<file path="config.mk">
export PLATFORM = sky130hd
export DESIGN_NAME = core_step_controller_flat
export DESIGN_NICKNAME = d
export VERILOG_FILES = /design/src/rtl/core_step_controller_if.sv /design/src/rtl/core_step_controller.sv /design/src/flat_wrapper.sv
export SDC_FILE = /design/constraint.sdc
export NUM_CORES = 1
export LEC_CHECK = 0
export ABC_AREA = 0
export CAP_MARGIN = 10
export CORE_MARGIN = 2
export CORE_UTILIZATION = 49
export DETAILED_ROUTE_END_ITERATION = 6
export HOLD_SLACK_MARGIN = 0.15
export PLACE_DENSITY_LB_ADDON = 0.08
export SLEW_MARGIN = 20
export SYNTH_ARGS = -nofsm -noshare
export SYNTH_HDL_FRONTEND = slang
export SYNTH_SLANG_ARGS = --single-unit
</file>
<file path="constraint.sdc">
create_clock -name clk -period 7.68 [get_ports clk]
set_clock_uncertainty 0.1 [all_clocks]
set_input_delay 1.536 -clock clk [delete_from_list [all_inputs] [get_ports clk]]
set_output_delay 1.536 -clock clk [all_outputs]
set_load 0.05 [all_outputs]
</file>
<file path="src/rtl/core_step_controller_if.sv">
// Bundles the board-side controls and the Core-side step/PC/status signals of the step controller.
interface core_step_controller_if #(
    parameter int XLEN = 64
);
    logic            step_btn;
    logic            run_en;
    logic            bp_en;
    logic [XLEN-1:0] bp_addr;
    logic [XLEN-1:0] pc;
    logic            clr_count;
    logic            step;
    logic            running;
    logic            at_break;
    logic [XLEN-1:0] step_count;
    logic [2:0]      state_dbg;

    modport master (
        output step_btn, run_en, bp_en, bp_addr, pc, clr_count,
        input  step, running, at_break, step_count, state_dbg
    );

    modport slave (
        input  step_btn, run_en, bp_en, bp_addr, pc, clr_count,
        output step, running, at_break, step_count, state_dbg
    );
endinterface

</file>
<file path="src/rtl/core_step_controller.sv">
// Generates the Core step enable: halted, debounced single-step, free-run and PC breakpoint halt.
// Also keeps a step counter and status flags for the debug display.
module core_step_controller #(
    parameter int DEBOUNCE_CYCLES = 100000,
    parameter int XLEN            = 64
) (
    input  logic                 clk,
    input  logic                 areset,
    core_step_controller_if.slave io
);
    localparam int CW = $clog2(DEBOUNCE_CYCLES + 1);
    localparam logic [CW-1:0] DB_MAX = CW'(DEBOUNCE_CYCLES);

    typedef enum logic [2:0] {
        S_HALT    = 3'd0,
        S_STEP    = 3'd1,
        S_RUN     = 3'd2,
        S_BREAK   = 3'd3,
        S_STEPOUT = 3'd4
    } state_t;

    state_t          state_q, state_d;
    logic            sync1_q, sync2_q;
    logic [CW-1:0]   db_cnt_q, db_cnt_d;
    logic            btn_db_q, btn_db_d;
    logic            btn_prev_q;
    logic [XLEN-1:0] count_q, count_d;
    logic            running_q, running_d;
    logic            at_break_q, at_break_d;
    logic            step_req;
    logic            bp_hit;
    logic            step_c;

    assign step_req = btn_db_q && !btn_prev_q;
    assign bp_hit   = io.bp_en && (io.pc == io.bp_addr);
    // A breakpointed instruction must never execute, so RUN gates on bp_hit combinationally.
    assign step_c   = (state_q == S_STEP) || (state_q == S_STEPOUT) ||
                      ((state_q == S_RUN) && io.run_en && !bp_hit);

    always_comb begin
        db_cnt_d = '0;
        btn_db_d = btn_db_q;
        if (sync2_q != btn_db_q) begin
            if (db_cnt_q == DB_MAX) begin
                btn_db_d = sync2_q;
            end else begin
                db_cnt_d = db_cnt_q + CW'(1);
            end
        end
    end

    always_comb begin
        state_d = state_q;
        case (state_q)
            S_HALT: begin
                if (step_req)         state_d = S_STEP;
                else if (io.run_en)   state_d = S_RUN;
            end
            S_STEP:                   state_d = S_HALT;
            S_RUN: begin
                if (!io.run_en)       state_d = S_HALT;
                else if (bp_hit)      state_d = S_BREAK;
            end
            S_BREAK: begin
                if (!io.run_en)       state_d = S_HALT;
                else if (step_req)    state_d = S_STEPOUT;
            end
            S_STEPOUT:                state_d = io.run_en ? S_RUN : S_HALT;
            default:                  state_d = S_HALT;
        endcase
    end

    always_comb begin
        count_d = count_q;
        if (io.clr_count)  count_d = '0;
        else if (step_c)   count_d = count_q + XLEN'(1);
        running_d  = (state_d == S_RUN);
        at_break_d = (state_d == S_BREAK);
    end

    always_ff @(posedge clk or posedge areset) begin
        if (areset) begin
            state_q    <= S_HALT;
            sync1_q    <= 1'b0;
            sync2_q    <= 1'b0;
            db_cnt_q   <= '0;
            btn_db_q   <= 1'b0;
            btn_prev_q <= 1'b0;
            count_q    <= '0;
            running_q  <= 1'b0;
            at_break_q <= 1'b0;
        end else begin
            state_q    <= state_d;
            sync1_q    <= io.step_btn;
            sync2_q    <= sync1_q;
            db_cnt_q   <= db_cnt_d;
            btn_db_q   <= btn_db_d;
            btn_prev_q <= btn_db_q;
            count_q    <= count_d;
            running_q  <= running_d;
            at_break_q <= at_break_d;
        end
    end

    assign io.step       = step_c;
    assign io.running    = running_q;
    assign io.at_break   = at_break_q;
    assign io.step_count = count_q;
    assign io.state_dbg  = state_q;
endmodule

</file>
<file path="src/flat_wrapper.sv">
// flat-port wrapper written by rule: the top's interface ports become plain ports
module core_step_controller_flat 
#(
    parameter int DEBOUNCE_CYCLES = 100000,
    parameter int XLEN            = 64
)
  (clk, areset, io_step_btn, io_run_en, io_bp_en, io_bp_addr, io_pc, io_clr_count, io_step, io_running, io_at_break, io_step_count, io_state_dbg);
  core_step_controller_if #(.XLEN(XLEN)) io_i ();
  input  logic clk;
  input  logic areset;
  input wire logic [$bits(io_i.step_btn)-1:0] io_step_btn;
  input wire logic [$bits(io_i.run_en)-1:0] io_run_en;
  input wire logic [$bits(io_i.bp_en)-1:0] io_bp_en;
  input wire logic [$bits(io_i.bp_addr)-1:0] io_bp_addr;
  input wire logic [$bits(io_i.pc)-1:0] io_pc;
  input wire logic [$bits(io_i.clr_count)-1:0] io_clr_count;
  output wire logic [$bits(io_i.step)-1:0] io_step;
  output wire logic [$bits(io_i.running)-1:0] io_running;
  output wire logic [$bits(io_i.at_break)-1:0] io_at_break;
  output wire logic [$bits(io_i.step_count)-1:0] io_step_count;
  output wire logic [$bits(io_i.state_dbg)-1:0] io_state_dbg;
  assign io_i.step_btn = io_step_btn;
  assign io_i.run_en = io_run_en;
  assign io_i.bp_en = io_bp_en;
  assign io_i.bp_addr = io_bp_addr;
  assign io_i.pc = io_pc;
  assign io_i.clr_count = io_clr_count;
  assign io_step = io_i.step;
  assign io_running = io_i.running;
  assign io_at_break = io_i.at_break;
  assign io_step_count = io_i.step_count;
  assign io_state_dbg = io_i.state_dbg;
  core_step_controller #(.DEBOUNCE_CYCLES(DEBOUNCE_CYCLES), .XLEN(XLEN)) u_core (.clk(clk), .areset(areset), .io(io_i));
endmodule
</file>
Word level (Yosys, flattened, before mapping)
Index checks and enable logic that the tools add are counted.
{"block": "totals", "regBits": 90, "output_inout_bits": 70, "input_bits": 134}
{"block": "classes", "n_mux": 12, "reduce_logical": 11, "n_addsub": 2, "n_eq_ne": 9}
{"cell": "$mux 64", "count": 2}
{"cell": "$add 64x1->64 const B", "count": 1}
{"cell": "$eq 64x64->1", "count": 1}
{"cell": "$mux 17", "count": 2}
{"cell": "$mux 3", "count": 6}
{"cell": "$add 17x1->17 const B", "count": 1}
{"cell": "$eq 17x17->1 const B", "count": 1}
{"cell": "$eq 3x2->1 const B", "count": 4}
{"cell": "$pmux 3 s4", "count": 1}
{"cell": "$logic_and 1x1->1", "count": 4}
{"cell": "$eq 3x1->1 const B", "count": 1}
{"cell": "$eq 3x3->1 const B", "count": 1}
{"cell": "$logic_not 3->1", "count": 1}
{"cell": "$logic_not 1->1", "count": 2}
{"cell": "$logic_or 1x1->1", "count": 2}
{"cell": "$mux 2", "count": 1}
{"cell": "$reduce_and 2->1", "count": 1}
{"cell": "$reduce_bool 2->1", "count": 1}
{"cell": "$ne 1x1->1", "count": 1}

Depth between registers and ports, before layout
{"block": "logic_depth", "word_depth": 7, "mapped_depth": 11, "mapped_depth_nobuf": 9}

Least setup slack after synthesis
No wires, ideal clock.
{"block": "synth_timing", "kind": "input -> output", "start": "input port io_bp_addr[50]", "end": "output port io_step", "arrival_time_ns": 3.049, "path_stages": 9, "required_time_ns": 6.044, "path_buffers": 2, "path_slack_ns": 2.995, "cell_sequence": "xnor2_1 -> nand4_1 -> nor4_1 -> nand4_1 -> o21ai_1 -> and2_1 -> buf_2 -> buf_2 -> inv_1"}
{"block": "synth_between", "elab_chain_cells": 5}
{"element": "start, declared", "line_no": "flat_wrapper.sv:14", "source": "input wire logic [$bits(io_i.bp_addr)-1:0] io_bp_addr;"}
{"element": "$eq 64x64->1", "line_no": "core_step_controller.sv:35", "source": "assign bp_hit = io.bp_en && (io.pc == io.bp_addr);"}
{"element": "$logic_and 1x1->1", "line_no": "core_step_controller.sv:35"}
{"element": "$logic_not 1->1", "line_no": "core_step_controller.sv:38", "source": "((state_q == S_RUN) && io.run_en && !bp_hit);"}
{"element": "$logic_and 1x1->1", "line_no": "core_step_controller.sv:38"}
{"element": "$logic_or 1x1->1", "line_no": "core_step_controller.sv:37", "source": "assign step_c = (state_q == S_STEP) || (state_q == S_STEPOUT) ||"}
{"element": "end, declared", "line_no": "flat_wrapper.sv:17", "source": "output wire logic [$bits(io_i.step)-1:0] io_step;"}
No other way between the ends.

Final worst setup path
{"block": "layout_timing", "start": "input port io_pc[17]", "end": "output port io_step"}
{"block": "layout_between", "elab_chain_cells": 5}
{"element": "start, declared", "line_no": "flat_wrapper.sv:15", "source": "input wire logic [$bits(io_i.pc)-1:0] io_pc;"}
{"element": "$eq 64x64->1", "line_no": "core_step_controller.sv:35"}
{"element": "$logic_and 1x1->1", "line_no": "core_step_controller.sv:35"}
{"element": "$logic_not 1->1", "line_no": "core_step_controller.sv:38"}
{"element": "$logic_and 1x1->1", "line_no": "core_step_controller.sv:38"}
{"element": "$logic_or 1x1->1", "line_no": "core_step_controller.sv:37"}
No other way between the ends.

==> results.txt <==
status: finished, final reports clean
Power Density: 136 nW/um^2
CP peak stage delay: 0.71 ns
synthesized flop and latch total: 90
Setup Buffers After CTS: 0
flop2flop setup slack: 4.63 ns
Clock Path Buffers: 2
post-route ant nets: 0
DP HPWL: 11800 um
CTS Hold Bufs: 0
Peak Freq: 166 MHz
Hold Crit Endpoint: u_core.sync2_q
Avg Cell Area, Syn: 9.25 um^2
CTS root buf: clkbuf_16
share of flip-flops with an asynchronous set or reset: 1.00
Finished Core Util: 0.729
Post-synth EDFFs: 0
Final Critical Period: 6.02 ns
via/cell ratio: 5.65
fin nets: 930
cell family with most CP delay: buffers and inverters
DR WL/cell: 16.7 um
Gate Count Post-Synth: 599
Hold Crit Class: register to register
core area: 10900 um^2
Vias: 5302
hold path start: u_core.sync1_q
synth unique cells: 52
H-tree Lvls: 3
Mapped Area: 5540 um^2
commonest non-fill, non-tap cell in the layout: clkdlybuf4s50_1
slowest CP cell: clkdlybuf4s50_1
Max Slew Vio Count: 0
total track usage: 0.266
WL final: 15600 um
commonest non-fill, non-tap cells in the layout: clkdlybuf4s50_1, dfrtp_1, xnor2_1, nor2_1, nand2_1
Port Buffers: 203
Critical Path RT: 6.04 ns
final RePlAce weighted congestion: 0.819
Die W: 110 um
initial drt markers: 311
Resize count post-CTS: 0
Fin. Hold Viols: 0
RSZ-0062 raised after global routing: no
initial antenna violation count: 0
critical path type: input pin to output pin
Hold Path Depth: 0
post-route insts no fill: 938
Post-Syn Nets: 736
fraction of layout cells with a size suffix above 1: 0.0639
Top FF cell, synth: dfrtp_1
area grow syn2layout: 44.0%
vias in the first global route: 5381
Seq/Total Area, Yosys: 0.407
clock sinks: 90
Max Cap Viol: 0
Startpoint Class: input pin
placed insts: 922
Critical Path AT: 4.38 ns
pin count of the biggest net entering global routing: 89
Worst R2R End: u_core.io.step_count[42]
Num CTS Buffers: 9
IO Pins: 204
largest fanout on the critical path: 30
critical path cell sequence: clkdlybuf4s50_1, inv_1, a22o_1, nor4_1, nand4_1, o21ai_2, buf_4, and2_1, inv_1, clkdlybuf4s50_1
clk slew on worst S/H paths: 0.07 ns
leakage power: 2.98 nW
worst-margin pin slew: 0.782 ns
Yosys warnings: 0
final setup vio count: 0
GRT overflow: 0
FF-to-FF path depth: 8
Finished Cell Area: 7980 um^2
# diodes: 0
Die ar.: 12200 um^2
worst skew pair latency: 0.34 ns
dpl cell area: 7670 um^2
Critical Path End Type: output pin
global-route wire length before repair: 25200 um
DRC: 0
CP Buf/Inv Count: 5
Die H: 110 um
Fillers: 814
setup TNS: 0 ns
reg2reg start: u_core.io.step_count[0]
Final Cycle Share: 0.784
VDD IR max: 0.112 mV
CTS tree: done
Detailed Routing Iterations Pass 1: 6
slew margin rel.: 0.479
starting density of the core: 0.507
num rows: 38
synthesized netlist by cell type (5+ instances only):
master     count  area (um^2)
a2111oi_0      6         52.6
a2111oi_2      6         90.1
a211oi_1       9         67.6
a21oi_1       34          170
and3_1        15         93.8
and4_1         5         43.8
buf_2          8         40.0
clkbuf_1      15         56.3
dfrtp_1       90         2250
inv_1         16         60.1
mux2_2         7         78.8
nand2_1       37          139
nand2b_1       5         31.3
nand3_1       28          140
nand4_1       31          194
nor2_1        65          244
nor2b_1       10         62.6
nor4_1         7         43.8
o21ai_0       25          125
o31ai_1        6         45.0
or3_1         20          125
or4_1          7         52.6
xnor2_1       88          771
xor2_1        14          123
how the worst max path moves through the flow:
| stage | start | endpoint | slack (ns) | cells after the start |
|---|---|---|---|---|
| detailed placement | io_pc[57] | io_step | 1.59 | 9 |
| global placement | io_pc[57] | io_step | 1.63 | 9 |
| finish | io_pc[17] | io_step | 1.66 | 10 |
| floorplan | io_bp_addr[50] | io_step | 2.99 | 9 |
| global route | io_pc[50] | io_step | 1.48 | 10 |
| CTS | io_pc[57] | io_step | 1.61 | 9 |
kinds of logic (layout without fill, tap and decap cells):
kind of cell,count (synthesis),in the layout,synth area share
AO/OA/AOI/OAI,96,96,0.115
multiplexers,10,10,0.0201
XOR/XNOR,102,102,0.161
flip-flops,90,90,0.407
adder cells (fa/ha/maj),3,3,0.00678
AND/OR/NAND/NOR,257,257,0.259
buffers and inverters,41,240,0.0316
cell type report:
cell class | instances | area, um^2 | share of cell area
clock buffers | 10 | 229 | 0.0287
clock inverters | 6 | 73.8 | 0.00925
inverters | 16 | 61.3 | 0.00769
multi-input cells | 468 | 3120 | 0.391
flip-flops and latches | 90 | 2250 | 0.282
well taps | 140 | 175 | 0.0220
repair buffers | 208 | 2070 | 0.259
through the flow:
step / total power [mW] / setup WS, ns / hold WS [ns]
floorplan: 0.550 / 2.99 / 0.231
global placement: 0.637 / 1.63 / 0.234
detailed placement: 0.641 / 1.59 / 0.238
CTS: 1.09 / 1.61 / 0.253
global route: 1.13 / 1.48 / 0.256
finish: 1.08 / 1.66 / 0.253
registers in the layout, indices dropped and copies added (netlist names):
register / cells
u_core.io.step_count: 64
u_core.db_cnt_q: 17
u_core.io.state_dbg: 3
u_core.btn_db_q: 1
u_core.btn_prev_q: 1
u_core.io.at_break: 1
u_core.io.running: 1
u_core.sync1_q: 1
u_core.sync2_q: 1
routing by layer:
| metal | GRT usage | up-vias | wire (um) |
|---|---|---|---|
| li1 | - | 2530 | - |
| met1 | 0.301 | 2519 | 5920 |
| met2 | 0.477 | 211 | 8200 |
| met3 | 0.0594 | 42 | 947 |
| met4 | 0.121 | 0 | 554 |
| met5 | 0 | - | 0 |
power by group:
part | switching [mW] | internal (mW) | total [mW]
registers | 0.00399 | 0.477 | 0.481
logic | 0.0607 | 0.0894 | 0.150
clock network | 0.195 | 0.256 | 0.452
total | 0.260 | 0.823 | 1.08
Note: power is estimated with default switching activity, not from simulation.
